===== src/rtl/counter_pkg.sv =====
`default_nettype none
// ============================================================================
// Module  : counter_pkg
// Purpose : Shared types and constants for the counter command sequencer:
//           FSM state encoding, default counter width, direction encoding.
// Ports   : (package - none)
// Revision: 1.0  initial release
// ============================================================================
package counter_pkg;

  // Default width of the counter, step count and shadow count.
  localparam int CNT_W = 8;

  // Direction encoding, identical to the counter's upndwn input.
  localparam logic DIR_UP = 1'b0;
  localparam logic DIR_DN = 1'b1;

  // One-hot so that busy and other status bits decode from a single bit.
  typedef enum logic [4:0] {
    ST_INIT  = 5'b00001,
    ST_IDLE  = 5'b00010,
    ST_CLEAR = 5'b00100,
    ST_RUN   = 5'b01000,
    ST_CHECK = 5'b10000
  } ctrl_state_e;

endpackage : counter_pkg
`default_nettype wire


===== src/rtl/counter_ctrl_cnt_shadow.sv =====
`default_nettype none
// ============================================================================
// Module  : cnt_shadow
// Purpose : Expected-count register that mirrors an up/down counter. It is
//           stepped by the same enable/direction the real counter sees, so
//           after any run it holds the value the counter should show.
// Ports   : clk_i      clock (posedge)
//           reset_n_i  asynchronous active-low reset, clears count
//           clear_i    synchronous clear (priority over enable)
//           enable_i   step the count on this edge
//           dir_i      0 = up, 1 = down
//           cnt_o      shadow count, wraps modulo 2^W
// Revision: 1.0  initial release
// ============================================================================
module cnt_shadow
  import counter_pkg::*;
#(
  parameter int W = CNT_W
) (
  input  logic         clk_i,
  input  logic         reset_n_i,
  input  logic         clear_i,
  input  logic         enable_i,
  input  logic         dir_i,
  output logic [W-1:0] cnt_o
);

  localparam logic [W-1:0] C_ONE = W'(1);

  logic [W-1:0] cnt_q;
  logic [W-1:0] cnt_d;

  // Plain modulo arithmetic: 0 - 1 wraps to all ones, all ones + 1 to 0.
  always_comb begin
    cnt_d = cnt_q;
    if (clear_i) begin
      cnt_d = '0;
    end else if (enable_i) begin
      if (dir_i == DIR_DN) begin
        cnt_d = cnt_q - C_ONE;
      end else begin
        cnt_d = cnt_q + C_ONE;
      end
    end
  end

  always_ff @(posedge clk_i or negedge reset_n_i) begin
    if (!reset_n_i) begin
      cnt_q <= '0;
    end else begin
      cnt_q <= cnt_d;
    end
  end

  assign cnt_o = cnt_q;

endmodule : cnt_shadow
`default_nettype wire


===== src/rtl/counter_ctrl.sv =====
`default_nettype none
// ============================================================================
// Module  : counter_ctrl
// Purpose : Command sequencer in front of an up/down counter. Accepts
//           "step N up/down" and "clear" commands over valid/ready, turns
//           each into an exact run of enable cycles (or a one-cycle counter
//           reset), tracks the expected count and compares it with the
//           counter output when each command completes.
// Ports   : clk_i          clock (posedge)
//           reset_n_i      asynchronous active-low reset
//           cmd_valid_i    command offered
//           cmd_ready_o    command accepted when valid & ready at posedge
//           cmd_clear_i    1 = clear command (dir/steps ignored)
//           cmd_dir_i      0 = up, 1 = down
//           cmd_steps_i    number of enable cycles to issue
//           abort_i        end a run early (the abort edge still steps)
//           cnt_in_i       counter's current count
//           ctr_enable_o   counter enable
//           ctr_upndwn_o   counter direction
//           ctr_reset_o    counter synchronous reset
//           exp_cnt_o      shadow expected count
//           busy_o         high whenever not idle
//           done_o         one-cycle pulse while checking
//           err_o          sticky count-mismatch flag
// Revision: 1.0  initial release
// ============================================================================
module counter_ctrl
  import counter_pkg::*;
#(
  parameter int W = CNT_W
) (
  input  logic         clk_i,
  input  logic         reset_n_i,
  input  logic         cmd_valid_i,
  output logic         cmd_ready_o,
  input  logic         cmd_clear_i,
  input  logic         cmd_dir_i,
  input  logic [W-1:0] cmd_steps_i,
  input  logic         abort_i,
  input  logic [W-1:0] cnt_in_i,
  output logic         ctr_enable_o,
  output logic         ctr_upndwn_o,
  output logic         ctr_reset_o,
  output logic [W-1:0] exp_cnt_o,
  output logic         busy_o,
  output logic         done_o,
  output logic         err_o
);

  localparam logic [W-1:0] C_ONE = W'(1);

  ctrl_state_e  state_q;
  logic [W-1:0] rem_q;
  logic         ctr_enable_q;
  logic         ctr_upndwn_q;
  logic         ctr_reset_q;
  logic         cmd_ready_q;
  logic         done_q;
  logic         err_q;

  logic         shadow_clear;
  logic [W-1:0] exp_cnt;

  always_ff @(posedge clk_i or negedge reset_n_i) begin
    if (!reset_n_i) begin
      state_q      <= ST_INIT;
      rem_q        <= '0;
      ctr_enable_q <= 1'b0;
      ctr_upndwn_q <= DIR_UP;
      ctr_reset_q  <= 1'b1;
      cmd_ready_q  <= 1'b0;
      done_q       <= 1'b0;
      err_q        <= 1'b0;
    end else begin
      // Pulses: only the state that wants them raises them again.
      done_q      <= 1'b0;
      ctr_reset_q <= 1'b0;

      case (state_q)
        ST_INIT: begin
          // The counter has seen ctr_reset high on this edge.
          state_q     <= ST_IDLE;
          cmd_ready_q <= 1'b1;
        end

        ST_IDLE: begin
          if (cmd_valid_i && cmd_ready_q) begin
            cmd_ready_q <= 1'b0;
            if (cmd_clear_i) begin
              state_q     <= ST_CLEAR;
              ctr_reset_q <= 1'b1;
            end else if (cmd_steps_i == '0) begin
              state_q <= ST_CHECK;
              done_q  <= 1'b1;
            end else begin
              state_q      <= ST_RUN;
              ctr_enable_q <= 1'b1;
              ctr_upndwn_q <= cmd_dir_i;
              rem_q        <= cmd_steps_i;
            end
          end
        end

        ST_CLEAR: begin
          // Counter and shadow both clear on this edge.
          state_q <= ST_CHECK;
          done_q  <= 1'b1;
        end

        ST_RUN: begin
          // Every edge here is a counted step, including an abort edge,
          // so the shadow and the counter stay in lockstep.
          rem_q <= rem_q - C_ONE;
          if ((rem_q == C_ONE) || abort_i) begin
            ctr_enable_q <= 1'b0;
            state_q      <= ST_CHECK;
            done_q       <= 1'b1;
          end
        end

        ST_CHECK: begin
          if (cnt_in_i != exp_cnt) begin
            err_q <= 1'b1;
          end
          state_q     <= ST_IDLE;
          cmd_ready_q <= 1'b1;
        end

        default: begin
          state_q      <= ST_INIT;
          ctr_enable_q <= 1'b0;
          ctr_reset_q  <= 1'b1;
          cmd_ready_q  <= 1'b0;
        end
      endcase
    end
  end

  assign shadow_clear = (state_q == ST_CLEAR);

  cnt_shadow #(
    .W (W)
  ) u_shadow (
    .clk_i     (clk_i),
    .reset_n_i (reset_n_i),
    .clear_i   (shadow_clear),
    .enable_i  (ctr_enable_q),
    .dir_i     (ctr_upndwn_q),
    .cnt_o     (exp_cnt)
  );

  assign cmd_ready_o  = cmd_ready_q;
  assign ctr_enable_o = ctr_enable_q;
  assign ctr_upndwn_o = ctr_upndwn_q;
  assign ctr_reset_o  = ctr_reset_q;
  assign exp_cnt_o    = exp_cnt;
  assign busy_o       = (state_q != ST_IDLE);
  assign done_o       = done_q;
  assign err_o        = err_q;

endmodule : counter_ctrl
`default_nettype wire


===== config.mk =====
export PLATFORM = sky130hd
export DESIGN_NAME = counter_ctrl
export DESIGN_NICKNAME = d
export VERILOG_FILES = /design/src/rtl/counter_pkg.sv /design/src/rtl/counter_ctrl_cnt_shadow.sv /design/src/rtl/counter_ctrl.sv
export SDC_FILE = /design/constraint.sdc
export NUM_CORES = 1
export LEC_CHECK = 0
export BUFFER_PORTS_ARGS = -buffer_cell sky130_fd_sc_hd__buf_2
export CORE_MARGIN = 2
export CORE_UTILIZATION = 38
export CTS_CLUSTER_SIZE = 24
export DETAILED_ROUTE_END_ITERATION = 7
export SLEW_MARGIN = 10
export SYNTH_ARGS = -nofsm -noshare
export SYNTH_HDL_FRONTEND = slang
export SYNTH_HIERARCHICAL = 1
export SYNTH_SLANG_ARGS = --single-unit

===== constraint.sdc =====
create_clock -name clk_i -period 2.3 [get_ports clk_i]
set_input_delay 0.23 -clock clk_i [delete_from_list [all_inputs] [get_ports clk_i]]
set_output_delay 0.23 -clock clk_i [all_outputs]
set_load 0.01 [all_outputs]

==> flow_summary.ini, run 1 <==
[global_routing]
gr-total-overflow = 0
grt_max_degree = 28
first_global_vias = 1396
grt_pass1_wl_mm = 6.82
antenna_found_initial = 0
grt.total_usage = 0.158

[synthesis]
synth_area_leaders = dfrtp_1, ha_1, xor2_1
synth_most_common_cell = dfrtp_1
yosysTopAreaCell = dfrtp_1
synth_top_area_frac = 0.330
synth-main-ff-cell = dfrtp_1
yosys_warnings = 6
synthArstFlopShare = 1.00
synth_edf_count = 0
synth.distinct_cells = 58
ys_top_cells_by_count = dfrtp_1, nor2_1, a21oi_1, nand2_1, xor2_1
ys_ff_latch = 27
synthCells = 197
synth_nets = 228
synth_area_sq_mm = 0.00189
ys_seq_area_frac = 0.358
syn-mean-instance-area_sq_um = 9.62

[die]
core-area_sq_mm = 0.00475
top_level_ports = 37
die_w_um = 74.6
num_rows = 25
dieArea_sq_mm = 0.00557
die_h_um = 74.6
initial_core_util = 0.398

[detailed_routing]
dr_total_vias = 1594
drt_iter0_drc = 102
drtAntennaViolNets = 0
wirelength_mm = 4.19
drt-pass1-iter-count = 4
drc = 0
viasPerCell = 5.31
avgRoutedWirePerCell_um = 14.0

[clocking]
cts_buffer_depth = 2
clock_sinks = 27
cts_tree = done
clock_latency_ns = 0.27
cts_inserted_buffers = 3
cts-root-buf = clkbuf_8
clk_pin_slew_worst_paths_ns = 0.09
cts_resized = 0
h-tree-depth = 1

[setup_path]
r2r_setup_slack_ns = 0.25
crit_fanout = 13
crit_chain = ha_1 > o21ai_1 > nor3_1 > mux2_4 > a21o_1 > a21oi_2
cp.required_ns = 2.51
critPathLaunchType = flip-flop
path_class = flip-flop to flip-flop
cp.arrival_ns = 2.26
end_kind = flip-flop
crit_path_top_delay_cell = dfrtp_1
max_stage_delay_ns = 0.56

[status]
status = finished clean

[sta]
layout_worst_path_cycle_share = 0.890
setup_viol = 0
clock_skew_ns = 0.00381
hold_viol_final = 0
setup_tns_ns = 0
max_freq_ghz = 0.489
tightest_slew_ns = 0.614
slew-limit-headroom = 0.591
drv_slew = 0
rsz0062_at_grt = false
min_period_ns = 2.05
fin_hold_ws_ns = 0.191

[final_layout]
fillers = 515
diodes = 0
finalNetCount = 265
syn_to_final_growth_pct = 15.7
drive_gt1_frac = 0.258

[power_and_ir_drop]
p_clk_frac = 0.110
internal_power_mw = 1.39
p_comb_frac = 0.505
pwr_density_cell_mw_per_mm2 = 1110
power.leakage_nw = 0.981
swShare = 0.430
ir_drop_uv = 390
p_switching_mw = 1.05
p_seq_frac = 0.385

[placement]
hpwl_mm = 3.23
gp_congestion = 0.807
numPortBuffers = 36

[hold_path]
hold_path.class = primary input to flip-flop

[job]
max-cap-violations = 0
cell usage in the layout (no fill, tap or decap), types with 3 or more instances in the layout:
cell type  instances
buf_4              5
inv_1              5
o32ai_1            3
mux2_2             3
mux2i_1            5
nor3_1             7
or2_1              4
a21o_1             3
nor2_1            20
buf_2             36
ha_1               8
or4_1              3
a21oi_1           13
a211o_1            3
xor2_1             9
nor4b_1            3
clkbuf_8           3
dfrtp_1           25
o211ai_1           3
nand3_1            6
xnor2_1            5
nand2_1           11
o21ai_0            5
timing repair:
| item | CTS | global route |
|---|---|---|
| buffers inserted | 0 | 0 |
| endpoints found under the setup margin | 0 | 0 |
| hold endpoints to repair | 25 | 0 |
| hold buffers | 1 | 0 |
worst max-delay path: cells and delay by family, from the launching register on:
kind,cells,cell delay (ns)
DFF,1,0.56
and+or+nand+nor,1,0.26
muxes,1,0.33
adders and majority gates,1,0.45
AOI/OAI and AO/OA,3,0.39
flip-flops by register name, indices dropped and copies added (netlist names):
register and flops:
u_shadow/cnt_o 8, ctr_enable_o 1, rem_q 8, cmd_ready_o 1, done_o 1, ctr_upndwn_o 1, state_q 5, ctr_reset_o 1
err_o 1
through the flow:
stage	setup slack (ns)	instances	utilization	area (sq um)	power [mW]
after global routing	0.0671	300	0.461	2190	2.68
after detailed placement	0.282	295	0.449	2140	2.18
after CTS	0.263	300	0.461	2190	2.47
after floorplan	0.152	197	-	1890	1.83
after global placement	0.328	295	0.449	2140	2.17
final	0.254	300	0.461	2190	2.44
kinds of logic (layout without fill, tap and decap cells):
kind of cell / after synthesis / in the layout / synth area share
AND/OR/NAND/NOR: 73 / 73 / 0.225
AO/OA/AOI/OAI: 50 / 50 / 0.193
flip-flops: 27 / 27 / 0.358
buffers and inverters: 15 / 51 / 0.0443
XOR/XNOR: 14 / 14 / 0.0647
adder cells (fa/ha/maj): 9 / 9 / 0.0634
multiplexers: 9 / 9 / 0.0522
per-layer routing:
metal	track usage	up-vias	routed length, um	part of all wire
li1	-	808	-	-
met1	0.246	757	2190	0.52
met2	0.226	24	1840	0.44
met3	0.0312	5	132	0.032
met4	0.0298	0	27	0.0064
met5	0	-	0	0
power by group through the flow:
| stage | sequential (mW) | combinational, mW | clock, mW |
|---|---|---|---|
| global route | 0.984 | 1.39 | 0.301 |
| global placement | 0.949 | 1.23 | 0 |
| detailed placement | 0.952 | 1.23 | 0 |
| floorplan | 0.905 | 0.930 | 0 |
| CTS | 0.940 | 1.24 | 0.285 |
| finish | 0.939 | 1.23 | 0.268 |
final timing paths:
check,start,end,cells past startpoint
setup / recovery,ctr_upndwn_o,u_shadow/cnt_o[7],6
hold / removal,cmd_dir_i,ctr_upndwn_o,2
setup reg to reg,ctr_upndwn_o,u_shadow/cnt_o[7],6
hold reg to reg,err_o,err_o,1
max in group asynchronous,reset_n_i,rem_q[2],2
min in group asynchronous,reset_n_i,rem_q[6],2
area by class of cell:
cell class,count,area (sq um),area share
Clock buffer,4,45.0,0.0205
Sequential cell,27,678,0.309
Multi-Input combinational cell,155,1140,0.519
Timing Repair Buffer,42,228,0.104
Inverter,5,18.8,0.00856
Tap cell,67,83.8,0.0382
(Power assumes the default switching activity.)
==> run 2: changes to the inputs <==
CORE_UTILIZATION = 35   (was 38)
==> flow_summary.ini, run 2 (synthesized netlist as in run 1, its figures left out) <==
[power_and_ir_drop]
ir_drop_uv = 342
power_mw = 2.47
pwr_density_cell_mw_per_mm2 = 1120
power.leakage_nw = 0.987

[die]
core-area_sq_mm = 0.00517
die_h_um = 77.6
top_level_ports = 37
dieArea_sq_mm = 0.00602
num_rows = 26
initial_core_util = 0.366
die_w_um = 77.6

[setup_path]
cp.arrival_ns = 2.25
path_class = flip-flop to flip-flop
worstReg2RegStart = ctr_upndwn_o
critPathLaunch = ctr_upndwn_o
cp.required_ns = 2.52
critPathLaunchType = flip-flop
crit_fanout = 13
end_kind = flip-flop

[placement]
place_area_sq_mm = 0.00215
hpwl_mm = 3.32
gp_congestion = 0.835
dp_cells = 299
numPortBuffers = 36
dpl_worst_slack_ns = 0.281

[sta]
setup_tns_ns = 0
fin_hold_ws_ns = 0.202
hold_viol_final = 0
min_period_ns = 2.04
setup_slack_ns = 0.264
max_freq_ghz = 0.491
clock_skew_ns = 0.00766
rsz0062_at_grt = false
layout_worst_path_cycle_share = 0.885
drv_slew = 0
tightest_slew_ns = 0.617
setup_viol = 0
slew-limit-headroom = 0.589

[detailed_routing]
avgRoutedWirePerCell_um = 14.6
drt-pass1-iter-count = 4
drc = 0
wirelength_mm = 4.42
dr_total_vias = 1625
viasPerCell = 5.35
drt_iter0_drc = 75
drtAntennaViolNets = 0

[clocking]
cts-root-buf = clkbuf_8
h-tree-depth = 1
cts_tree = done
cts_buffer_depth = 2
clock_sinks = 27
clk_pin_slew_worst_paths_ns = 0.10
clock_latency_ns = 0.28
cts_inserted_buffers = 3
cts_setup_buffers = 0

[final_layout]
drive_gt1_frac = 0.261
layout_common_cells = buf_2, dfrtp_1, nor2_1, a21oi_1, nand2_1
fillers = 529
final_cell_area_sq_mm = 0.00220
final_common_cell = buf_2
syn_to_final_growth_pct = 16.3
finalNetCount = 266
finalNonFillerCells = 304
final_core_util = 0.426
diodes = 0

[global_routing]
grt_pass1_wl_mm = 7.65
antenna_found_initial = 0
grt.total_usage = 0.155
grt_max_degree = 28
gr-total-overflow = 0
first_global_vias = 1594

[hold_path]
hold_start = cmd_dir_i
hold_path.class = primary input to flip-flop

[status]
status = finished clean

[job]
max-cap-violations = 0
run 2: power breakdown:
group | internal, mW | switching, mW | leakage, nW
sequential | 0.675 | 0.244 | 0.335
combinational | 0.596 | 0.680 | 0.629
clock | 0.124 | 0.150 | 0.0228
run 2: worst paths after layout:
kind                       cells after the start                 to  slack (ns)
setup reg to reg                               6  u_shadow/cnt_o[7]        0.26
hold / removal                                 2       ctr_upndwn_o        0.20
hold reg to reg                                1              err_o        0.47
max in group asynchronous                      2       ctr_upndwn_o        1.40
min in group asynchronous                      2        cmd_ready_o        0.49
setup / recovery                               6  u_shadow/cnt_o[7]        0.26
run 2: metal layers:
| metal | wire length (um) | GRT usage | up-vias | part of all wire |
|---|---|---|---|---|
| met5 | 0 | 0 | - | 0 |
| met4 | 55 | 0.0393 | 0 | 0.012 |
| met3 | 188 | 0.0256 | 7 | 0.042 |
| met2 | 2040 | 0.252 | 39 | 0.46 |
| met1 | 2140 | 0.215 | 767 | 0.48 |
| li1 | - | - | 812 | - |
run 2: cell type report:
cell class / instances / area (sq um) / area share
timing repair buffer: 43 / 235 / 0.107
sequential: 27 / 678 / 0.308
multi-input combinational: 155 / 1140 / 0.517
clock buffer: 4 / 45.0 / 0.0204
tap: 70 / 87.6 / 0.0398
inverter: 5 / 18.8 / 0.00852
run 2: timing repair:
item / in CTS / in global routing
hold buffers: 1 / 0
gates resized for setup: 0 / 0
hold endpoints to repair: 25 / 0
run 2: worst max-delay path, cell delays in order (launching register included):
cell     delay (ns)
dfrtp_1        0.56
ha_1           0.44
o21ai_1        0.10
nor3_1         0.26
mux2_4         0.33
a21o_1         0.16
a21oi_2        0.12
